===== src/rtl/spi_mem_pkg.sv =====
// Shared constants and FSM state type for the SPI memory initiator.
package spi_mem_pkg;

  localparam logic [7:0] CMD_READ   = 8'h03;
  localparam logic [7:0] CMD_WRITE  = 8'h02;
  localparam int         FRAME_BITS = 48;
  localparam int         DATA_BITS  = 16;
  localparam int         ADDR_BITS  = 24;

  typedef enum logic [1:0] {IDLE, SHIFT, END, GAP} state_e;

endpackage


===== src/rtl/spi_mem_initiator_spi_bit_engine.sv =====
// Mode-0 serialiser: two clk cycles per bit, MSB first, captures the last RX_BITS miso samples.
// done is asserted combinationally during the final high phase; rx_next carries the complete word then.
module spi_bit_engine
  import spi_mem_pkg::*;
#(
  parameter int N_BITS  = FRAME_BITS,
  parameter int RX_BITS = DATA_BITS
) (
  input  logic               clk,
  input  logic               rst_n,
  input  logic               start,
  input  logic [N_BITS-1:0]  tx_frame,
  input  logic               miso,
  output logic               sclk,
  output logic               mosi,
  output logic               done,
  output logic [RX_BITS-1:0] rx_next
);

  localparam int            CW       = $clog2(N_BITS);
  localparam logic [CW-1:0] LAST_BIT = CW'(N_BITS - 1);
  localparam logic [CW-1:0] FIRST_RX = CW'(N_BITS - RX_BITS);

  logic               active_q, active_d;
  logic               phase_q, phase_d;
  logic [CW-1:0]      bit_cnt_q, bit_cnt_d;
  logic [N_BITS-2:0]  shift_q, shift_d;
  logic [RX_BITS-2:0] rx_q, rx_d;
  logic               sclk_q, sclk_d;
  logic               mosi_q, mosi_d;

  assign done    = active_q & phase_q & (bit_cnt_q == LAST_BIT);
  assign rx_next = {rx_q, miso};
  assign sclk    = sclk_q;
  assign mosi    = mosi_q;

  always_comb begin
    active_d  = active_q;
    phase_d   = phase_q;
    bit_cnt_d = bit_cnt_q;
    shift_d   = shift_q;
    rx_d      = rx_q;
    sclk_d    = sclk_q;
    mosi_d    = mosi_q;
    if (!active_q) begin
      if (start) begin
        active_d  = 1'b1;
        phase_d   = 1'b0;
        bit_cnt_d = '0;
        shift_d   = tx_frame[N_BITS-2:0];
        mosi_d    = tx_frame[N_BITS-1];
        sclk_d    = 1'b0;
      end
    end else if (!phase_q) begin
      phase_d = 1'b1;
      sclk_d  = 1'b1;
    end else begin
      // Falling edge of sclk: sample miso, then present the next bit.
      phase_d = 1'b0;
      sclk_d  = 1'b0;
      if (bit_cnt_q >= FIRST_RX) rx_d = rx_next[RX_BITS-2:0];
      if (done) begin
        active_d = 1'b0;
        mosi_d   = 1'b0;
      end else begin
        bit_cnt_d = bit_cnt_q + 1'b1;
        mosi_d    = shift_q[N_BITS-2];
        shift_d   = {shift_q[N_BITS-3:0], 1'b0};
      end
    end
  end

  always_ff @(posedge clk) begin
    if (!rst_n) begin
      active_q  <= 1'b0;
      phase_q   <= 1'b0;
      bit_cnt_q <= '0;
      shift_q   <= '0;
      rx_q      <= '0;
      sclk_q    <= 1'b0;
      mosi_q    <= 1'b0;
    end else begin
      active_q  <= active_d;
      phase_q   <= phase_d;
      bit_cnt_q <= bit_cnt_d;
      shift_q   <= shift_d;
      rx_q      <= rx_d;
      sclk_q    <= sclk_d;
      mosi_q    <= mosi_d;
    end
  end

endmodule


===== src/rtl/spi_mem_initiator.sv =====
// CPU-side SPI RAM master: one 16-bit read or write per request, cmd+addr+data frame MSB first.
// Accept-to-resp_valid is 96 edges; the next accept is possible DESELECT_CYCLES cycles after END.
module spi_mem_initiator
  import spi_mem_pkg::*;
#(
  parameter logic [7:0] READ_CMD        = CMD_READ,
  parameter logic [7:0] WRITE_CMD       = CMD_WRITE,
  parameter int         DESELECT_CYCLES = 1
) (
  input  logic                 clk,
  input  logic                 rst_n,
  input  logic                 req_valid,
  output logic                 req_ready,
  input  logic                 req_write,
  input  logic [ADDR_BITS-1:0] req_addr,
  input  logic [DATA_BITS-1:0] req_wdata,
  output logic                 resp_valid,
  output logic [DATA_BITS-1:0] resp_rdata,
  output logic                 busy,
  output logic                 spi_select,
  output logic                 spi_clk,
  output logic                 spi_mosi,
  input  logic                 spi_miso
);

  localparam logic [7:0] GAP_LAST = 8'(DESELECT_CYCLES > 1 ? DESELECT_CYCLES - 2 : 0);

  state_e                 state_q, state_d;
  logic                   write_q, write_d;
  logic                   select_q, select_d;
  logic                   resp_valid_q, resp_valid_d;
  logic [DATA_BITS-1:0]   resp_rdata_q, resp_rdata_d;
  logic [7:0]             gap_cnt_q, gap_cnt_d;
  logic                   accept;
  logic                   eng_done;
  logic [FRAME_BITS-1:0]  frame;
  logic [DATA_BITS-1:0]   eng_rx;

  assign accept = req_valid && (state_q == IDLE);
  assign frame  = {req_write ? WRITE_CMD : READ_CMD, req_addr,
                   req_write ? req_wdata : {DATA_BITS{1'b0}}};

  spi_bit_engine #(
    .N_BITS  (FRAME_BITS),
    .RX_BITS (DATA_BITS)
  ) u_engine (
    .clk      (clk),
    .rst_n    (rst_n),
    .start    (accept),
    .tx_frame (frame),
    .miso     (spi_miso),
    .sclk     (spi_clk),
    .mosi     (spi_mosi),
    .done     (eng_done),
    .rx_next  (eng_rx)
  );

  always_comb begin
    state_d      = state_q;
    write_d      = write_q;
    gap_cnt_d    = gap_cnt_q;
    resp_rdata_d = resp_rdata_q;
    resp_valid_d = 1'b0;
    select_d     = 1'b0;
    case (state_q)
      IDLE: begin
        if (accept) begin
          state_d  = SHIFT;
          write_d  = req_write;
          select_d = 1'b1;
        end
      end
      SHIFT: begin
        // Select drops on the same edge that captures the final miso bit.
        if (eng_done) begin
          state_d      = END;
          resp_valid_d = 1'b1;
          if (!write_q) resp_rdata_d = eng_rx;
        end else begin
          select_d = 1'b1;
        end
      end
      END: begin
        gap_cnt_d = '0;
        state_d   = (DESELECT_CYCLES > 1) ? GAP : IDLE;
      end
      GAP: begin
        if (gap_cnt_q == GAP_LAST) state_d = IDLE;
        else gap_cnt_d = gap_cnt_q + 1'b1;
      end
      default: state_d = IDLE;
    endcase
  end

  always_ff @(posedge clk) begin
    if (!rst_n) begin
      state_q      <= IDLE;
      write_q      <= 1'b0;
      select_q     <= 1'b0;
      resp_valid_q <= 1'b0;
      resp_rdata_q <= '0;
      gap_cnt_q    <= '0;
    end else begin
      state_q      <= state_d;
      write_q      <= write_d;
      select_q     <= select_d;
      resp_valid_q <= resp_valid_d;
      resp_rdata_q <= resp_rdata_d;
      gap_cnt_q    <= gap_cnt_d;
    end
  end

  assign req_ready  = (state_q == IDLE);
  assign busy       = (state_q != IDLE);
  assign spi_select = select_q;
  assign resp_valid = resp_valid_q;
  assign resp_rdata = resp_rdata_q;

endmodule

===== config.mk =====
export PLATFORM = sky130hd
export DESIGN_NAME = spi_mem_initiator
export DESIGN_NICKNAME = d
export VERILOG_FILES = /design/src/rtl/spi_mem_pkg.sv /design/src/rtl/spi_mem_initiator_spi_bit_engine.sv /design/src/rtl/spi_mem_initiator.sv
export SDC_FILE = /design/constraint.sdc
export NUM_CORES = 1
export LEC_CHECK = 0
export BUFFER_PORTS_ARGS = -buffer_cell sky130_fd_sc_hd__buf_2
export CAP_MARGIN = 20
export CORE_MARGIN = 4
export CORE_UTILIZATION = 60
export CTS_CLUSTER_SIZE = 25
export DETAILED_ROUTE_END_ITERATION = 8
export PLACE_DENSITY = 0.84
export SYNTH_ARGS = -nofsm -noshare
export SYNTH_HDL_FRONTEND = slang
export SYNTH_SLANG_ARGS = --single-unit

===== constraint.sdc =====
create_clock -name clk -period 2.8 [get_ports clk]
set_input_delay 0 -clock clk [delete_from_list [all_inputs] [get_ports clk]]
set_output_delay 0 -clock clk [all_outputs]
set_load 0.02 [all_outputs]

==> run_results.csv, run 1 <==
group,metric,value,unit
run_status,status,"finished, final reports clean",
final_layout,postLayoutCellArea,0.00510,sq mm
routing,wl_per_cell,16.0,microns
setup_path,reg2reg_slack,0.42,ns
logic_synthesis,yosysMostFrequentCell,"dfxtp_1",
timing,max_freq,0.421,GHz
final_layout,fin_nets,597,
setup_path,startpoint_type,"register",
place,hpwl,5520,microns
place,place_congestion,0.821,
place,portBuffers,66,
cts,insertion_delay,0.37,ns
timing,worstMarginPinSlew,0.780,ns
setup_path,critical-path-top-delay-family,"compound AO/OA/AOI/OAI gates",
global_route,antenna_found_initial,1,
timing,rsz0062_at_grt,"false",
power,ir_worst_vdd,409,uV
setup_path,cp-startpoint,"u_engine.bit_cnt_q[1]",
worst_hold_path,worstHoldStart,"req_addr[23]",
die,pin_count,67,
cts,cts_buffer_depth,2,
setup_path,worst_ep_required_time,3.12,ns
cts,cts_tree,"done",
logic_synthesis,synth_area_per_cell,8.92,sq um
routing,drc,0,
setup_path,critPathMaxFanout,29,
timing,timing.slew.headroom,48.0,%
final_layout,areaGrowthSynthToFinish,25.8,%
timing,finalSetupViolations,0,
logic_synthesis,synthDominantCellAreaShare,49.3,%
die,core,0.00646,sq mm
cts,cts_buffers,9,
timing,fin_crit,2.38,ns
logic_synthesis,synthFlopType,"dfxtp_1",
setup_path,slowest_stage,"dlygate4sd3_1",
timing,setup-tns-final,0,ns
global_route,grt_start_max_net_pins,81,
global_route,grt_pass1_vias,3690,
timing,fin_skew,0.0118,ns
logic_synthesis,synth_edf_count,0,
cts,postCtsSetupRepairBufs,0,
global_route,grt_overflow,0,
logic_synthesis,ys_seq_area_share,49.3,%
power,leakage,2.13,nW
cts,cts_root_buffer,"clkbuf_8",
routing,vias,3680,
die,fp.dieW,90.2,microns
logic_synthesis,ys_types,40,
timing,slew_violations,0,
setup_path,worst-path-buf-inv,1,
setup_path,cpPeakStageDelay,0.59,ns
global_route,grt_pass1_wl,16900,microns
die,start_util,62.8,%
timing,finalHoldViolations,0,
routing,viasPerCell,5.83,
place,placed_cell_area,0.00442,sq mm
logic_synthesis,syn_nets,504,
timing,fin_crit_sh,84.8,%
final_layout,drive_above_1_share,17.4,%
power,powerDensity,591,mW/mm^2
global_route,globalRouteTotalUtil,25.1,%
die,num_rows,29,
cts,htreeDepth,3,
logic_synthesis,ys_seq_elements,100,
die,dieArea,0.00814,sq mm
routing,ant_nets,0,
logic_synthesis,synth_top_cell_by_area,"dfxtp_1",
cts,cts.clk_slew.worst_paths,0.10,ns
logic_synthesis,synth_warnings,0,
logic_synthesis,synth.area.top_cells,"dfxtp_1, mux2i_1, nor2_1",
logic_synthesis,netlist_instances,455,
setup_path,end_kind,"register",
die,die_h,90.2,microns
cts,clock_sinks,100,
worst_hold_path,hp-class,"primary input to register",
timing,hold_ws,0.0163,ns
routing,wl,10100,microns
setup_path,setup.worst_path.class,"register to register",
logic_synthesis,async_reset_ff_share,0,%
logic_synthesis,syn_area,0.00406,sq mm
routing,dr.pass1.iters,5,
setup_path,worstPathCellList,"ha_1 -> and4b_1 -> a22o_2 -> a32oi_1 -> dlygate4sd3_1 -> nor2_1",
logic_synthesis,synth_common_cells,"dfxtp_1, nor2_1, nand2_1",
run,maxCapViolations,0,
setup_path,r2r-start,"u_engine.bit_cnt_q[1]",
routing,drt_iter0_markers,238,
setup_path,cp_data_arrival_time,2.69,ns
## worst paths after layout
| check | end | cells after the start |
|---|---|---|
| max | u_engine.shift_q[0] | 6 |
| min | u_engine.shift_q[39] | 3 |
| max reg2reg | u_engine.shift_q[0] | 6 |
| min reg2reg | u_engine.rx_q[14] | 2 |
## tightest hold or removal path, cell delays in order
cell and delay (ns):
buf_2 0.10, mux2i_1 0.14, a211oi_1 0.09
## placed cells by master, fill, tap and decap left out, types with 3 or more instances in the layout
cell and count:
dfxtp_1 99, nor2_1 76, buf_2 66, nand2_1 49, dlygate4sd3_1 43, mux2i_1 42
a21oi_1 28, a211oi_1 26, nor3_1 18, a221oi_1 15, inv_1 9, clkbuf_8 9
nand3_1 7, o21ai_0 6, a22oi_1 6, buf_4 6, or3_1 4, ha_1 4
nor2b_1 3, bufinv_16 3
## per-layer routing
metal  track usage, %  part of all wire, %  vias to the layer above
met1             29.8                   42                     1727
met2             44.0                   51                      132
met5                0                    0                        -
met4             10.3                  2.3                        0
li1                 -                    -                     1797
met3             5.18                  5.4                       24
## state kept, by name, indices dropped and copies added (netlist names)
name,cells
u_engine.bit_cnt_q,6
write_q,1
resp_valid,1
resp_rdata,16
u_engine.phase_q,1
state_q,2
u_engine.shift_q,47
gap_cnt_q,8
u_engine.active_q,1
spi_select,1
u_engine.mosi,1
u_engine.rx_q,15
## per-stage QoR
step / utilization [%] / worst slack, ns / power, W / cells
after floorplan: - / 0.890 / 0.00176 / 455
after global placement: 68.4 / 0.630 / 0.00183 / 570
after detailed placement: 68.4 / 0.570 / 0.00185 / 570
after CTS: 78.8 / 0.144 / 0.00300 / 629
after global routing: 79.0 / 0.262 / 0.00312 / 631
final: 79.0 / 0.425 / 0.00301 / 631
## cells by family (layout without fill, tap and decap cells)
kind of cell               Yosys count  count (layout)  synth area share, %
adders and majority gates            4               4                 1.23
other                                0               1                    0
buffers and inverters               45             143                 4.69
muxes                               42              42                 10.4
AOI/OAI and AO/OA                   94              94                 16.0
xor gates and xnor gates             2               2                0.432
and+or+nand+nor                    168             168                 17.9
DFF                                100             100                 49.3
## area by class of cell
cell class                 instances  area, sq um
clock inverter                     7          123
antenna                            1         2.50
timing repair buffer             117          846
fill                             405         1360
tap                               77         96.3
sequential                       100         2000
clock buffer                       9          124
multi-input combinational        310         1870
inverter                          10         37.5
## timing repair
| item | CTS | global route |
|---|---|---|
| gates resized for setup | 0 | 1 |
| endpoints found under the setup margin | 0 | 1 |
| endpoints found under the hold margin | 47 | 0 |
| hold buffers | 43 | 0 |
## power by group
group | leakage, nW | switching [W] | internal (W) | total [W]
Clock | 0.122 | 0.000526 | 0.000601 | 0.00113
Sequential | 0.815 | 0.0000418 | 0.00149 | 0.00153
Combinational | 1.20 | 0.000196 | 0.000162 | 0.000358
Total | 2.13 | 0.000763 | 0.00225 | 0.00301
Power figures use the tool's default switching activity.
==> inputs of run 2 (changes only) <==
CORE_UTILIZATION = 56   (was 60)
PLACE_DENSITY = 0.79   (was 0.84)
clock period = 2.35 ns   (was 2.8 ns; I/O delays follow)
==> run_results.csv, run 2 (synthesis results as in run 1) <==
group,metric,value,unit
run,maxCapViolations,0,
final_layout,postLayoutCellArea,0.00512,sq mm
final_layout,layout_common_cells,"dfxtp_1, nor2_1, buf_2",
global_route,antenna_found_initial,0,
final_layout,layout_commonest_cell,"dfxtp_1",
routing,vias,3631,
setup_path,cp_data_arrival_time,2.42,ns
power,total_power,0.00325,W
routing,dr.pass1.iters,4,
power,leakage,2.12,nW
power,powerDensity,635,mW/mm^2
global_route,globalRouteTotalUtil,22.3,%
cts,postCtsSetupRepairBufs,0,
setup_path,setup.worst_path.class,"register to register",
routing,drt_iter0_markers,130,
final_layout,finish.utilization,74.1,%
timing,finalSetupViolations,0,
cts,cts_buffer_depth,2,
global_route,grt_pass1_vias,3463,
setup_path,startpoint_type,"register",
power,switching_share,27.1,%
power,power_frac_clock,30.9,%
routing,viasPerCell,5.52,
cts,htreeDepth,3,
cts,cts_buffers,9,
routing,wl_per_cell,14.1,microns
final_layout,top_register,"u_engine.shift_q",
place,placed_cell_area,0.00446,sq mm
die,die_h,93.1,microns
cts,clock_sinks,100,
run_status,status,"finished, final reports clean",
setup_path,end_kind,"register",
power,power_frac_seq,55.9,%
timing,fin_skew,0.0113,ns
worst_hold_path,hp-class,"primary input to register",
cts,insertion_delay,0.37,ns
die,core,0.00691,sq mm
timing,slew_violations,0,
cts,cts_root_buffer,"clkbuf_8",
timing,finalHoldViolations,0,
die,fp.dieW,93.1,microns
die,dieArea,0.00867,sq mm
final_layout,fin_nets,605,
global_route,grt_start_max_net_pins,66,
place,portBuffers,66,
setup_path,worst_ep_required_time,2.60,ns
timing,setup-tns-final,0,ns
routing,drc,0,
setup_path,critPathMaxFanout,10,
power,ir_worst_vdd,440,uV
routing,wl,9300,microns
die,pin_count,67,
power,combinationalPowerShare,13.2,%
global_route,grt_overflow,0,
place,place_congestion,0.801,
power,power.switching,0.000879,W
final_layout,areaGrowthSynthToFinish,26.2,%
timing,fin_ws,0.184,ns
final_layout,drive_above_1_share,17.8,%
global_route,grt_pass1_wl,15800,microns
timing,max_freq,0.462,GHz
timing,timing.slew.headroom,61.4,%
timing,fin_crit_sh,92.2,%
timing,fin_crit,2.17,ns
place,place_ws,0.397,ns
die,start_util,58.8,%
timing,rsz0062_at_grt,"false",
routing,ant_nets,0,
cts,cts_tree,"done",
die,num_rows,30,
cts,cts.clk_slew.worst_paths,0.09,ns
timing,worstMarginPinSlew,0.578,ns
place,hpwl,5710,microns
final_layout,largest_reg_flops,47,
power,p_int,0.00237,W
## run 2: cell count changes in the layout (fill, tap and decap cells not counted), sizes merged
cell / delta
clkbuf: +1
buf: +5
inv: -1
clkinvlp: +3
dlygate4sd3: +3
bufinv: -3
## run 2: per-layer routing
layer  GRT usage, %  part of all wire (%)  up-vias
li1               -                     -     1805
met1           27.8                    45     1697
met2           37.7                    49      113
met3           3.86                   4.3       16
met4           9.65                   1.8        0
met5              0                     0        -
## run 2: through the flow
| step | hold slack [ns] | std cells |
|---|---|---|
| after floorplan | 0.136 | 455 |
| after global placement | 0.264 | 594 |
| after detailed placement | 0.271 | 594 |
| after CTS | 0.434 | 656 |
| after global routing | 0.447 | 657 |
| final | 0.450 | 658 |
## run 2: path summary, 6_finish.rpt
kind                          endpoint  slack, ns            startpoint  cells past startpoint
setup / recovery   u_engine.shift_q[0]       0.18            state_q[1]                      6
hold / removal        u_engine.rx_q[0]       0.45              spi_miso                      4
setup reg to reg   u_engine.shift_q[0]       0.18            state_q[1]                      6
hold reg to reg   u_engine.shift_q[40]       0.46  u_engine.shift_q[40]                      2
## run 2: power groups by stage
stage	clock network, W	registers, W	logic (W)
3_3_place_gp	0	0.00185	0.000344
2_1_floorplan	0	0.00184	0.000259
3_5_place_dp	0	0.00185	0.000353
5_1_grt	0.00109	0.00183	0.000471
6_report	0.00100	0.00182	0.000428
4_1_cts	0.00101	0.00181	0.000413
## run 2: critical path, cell delays in order (launching register included)
cell and delay [ns]:
dfxtp_1 0.32, or4b_4 0.58, a22o_1 0.23, buf_4 0.17, a32oi_1 0.14, dlygate4sd3_1 0.57, nor2_1 0.04
## run 2: what timing repair did
item / 4_1_cts / 5_1_grt
endpoints found under the setup margin: 0 / 1
hold buffers: 46 / 0
hold endpoints to repair: 49 / 0
resized for setup: 0 / 2
## run 2: area by class of cell
type                       instances  area, sq um
antenna                            1         2.50
sequential                       100         2000
clock inverter                     6         50.0
inverter                          10         37.5
tap                               96          120
timing repair buffer             125          905
clock buffer                      10          128
fill                             521         1790
multi-input combinational        310         1870
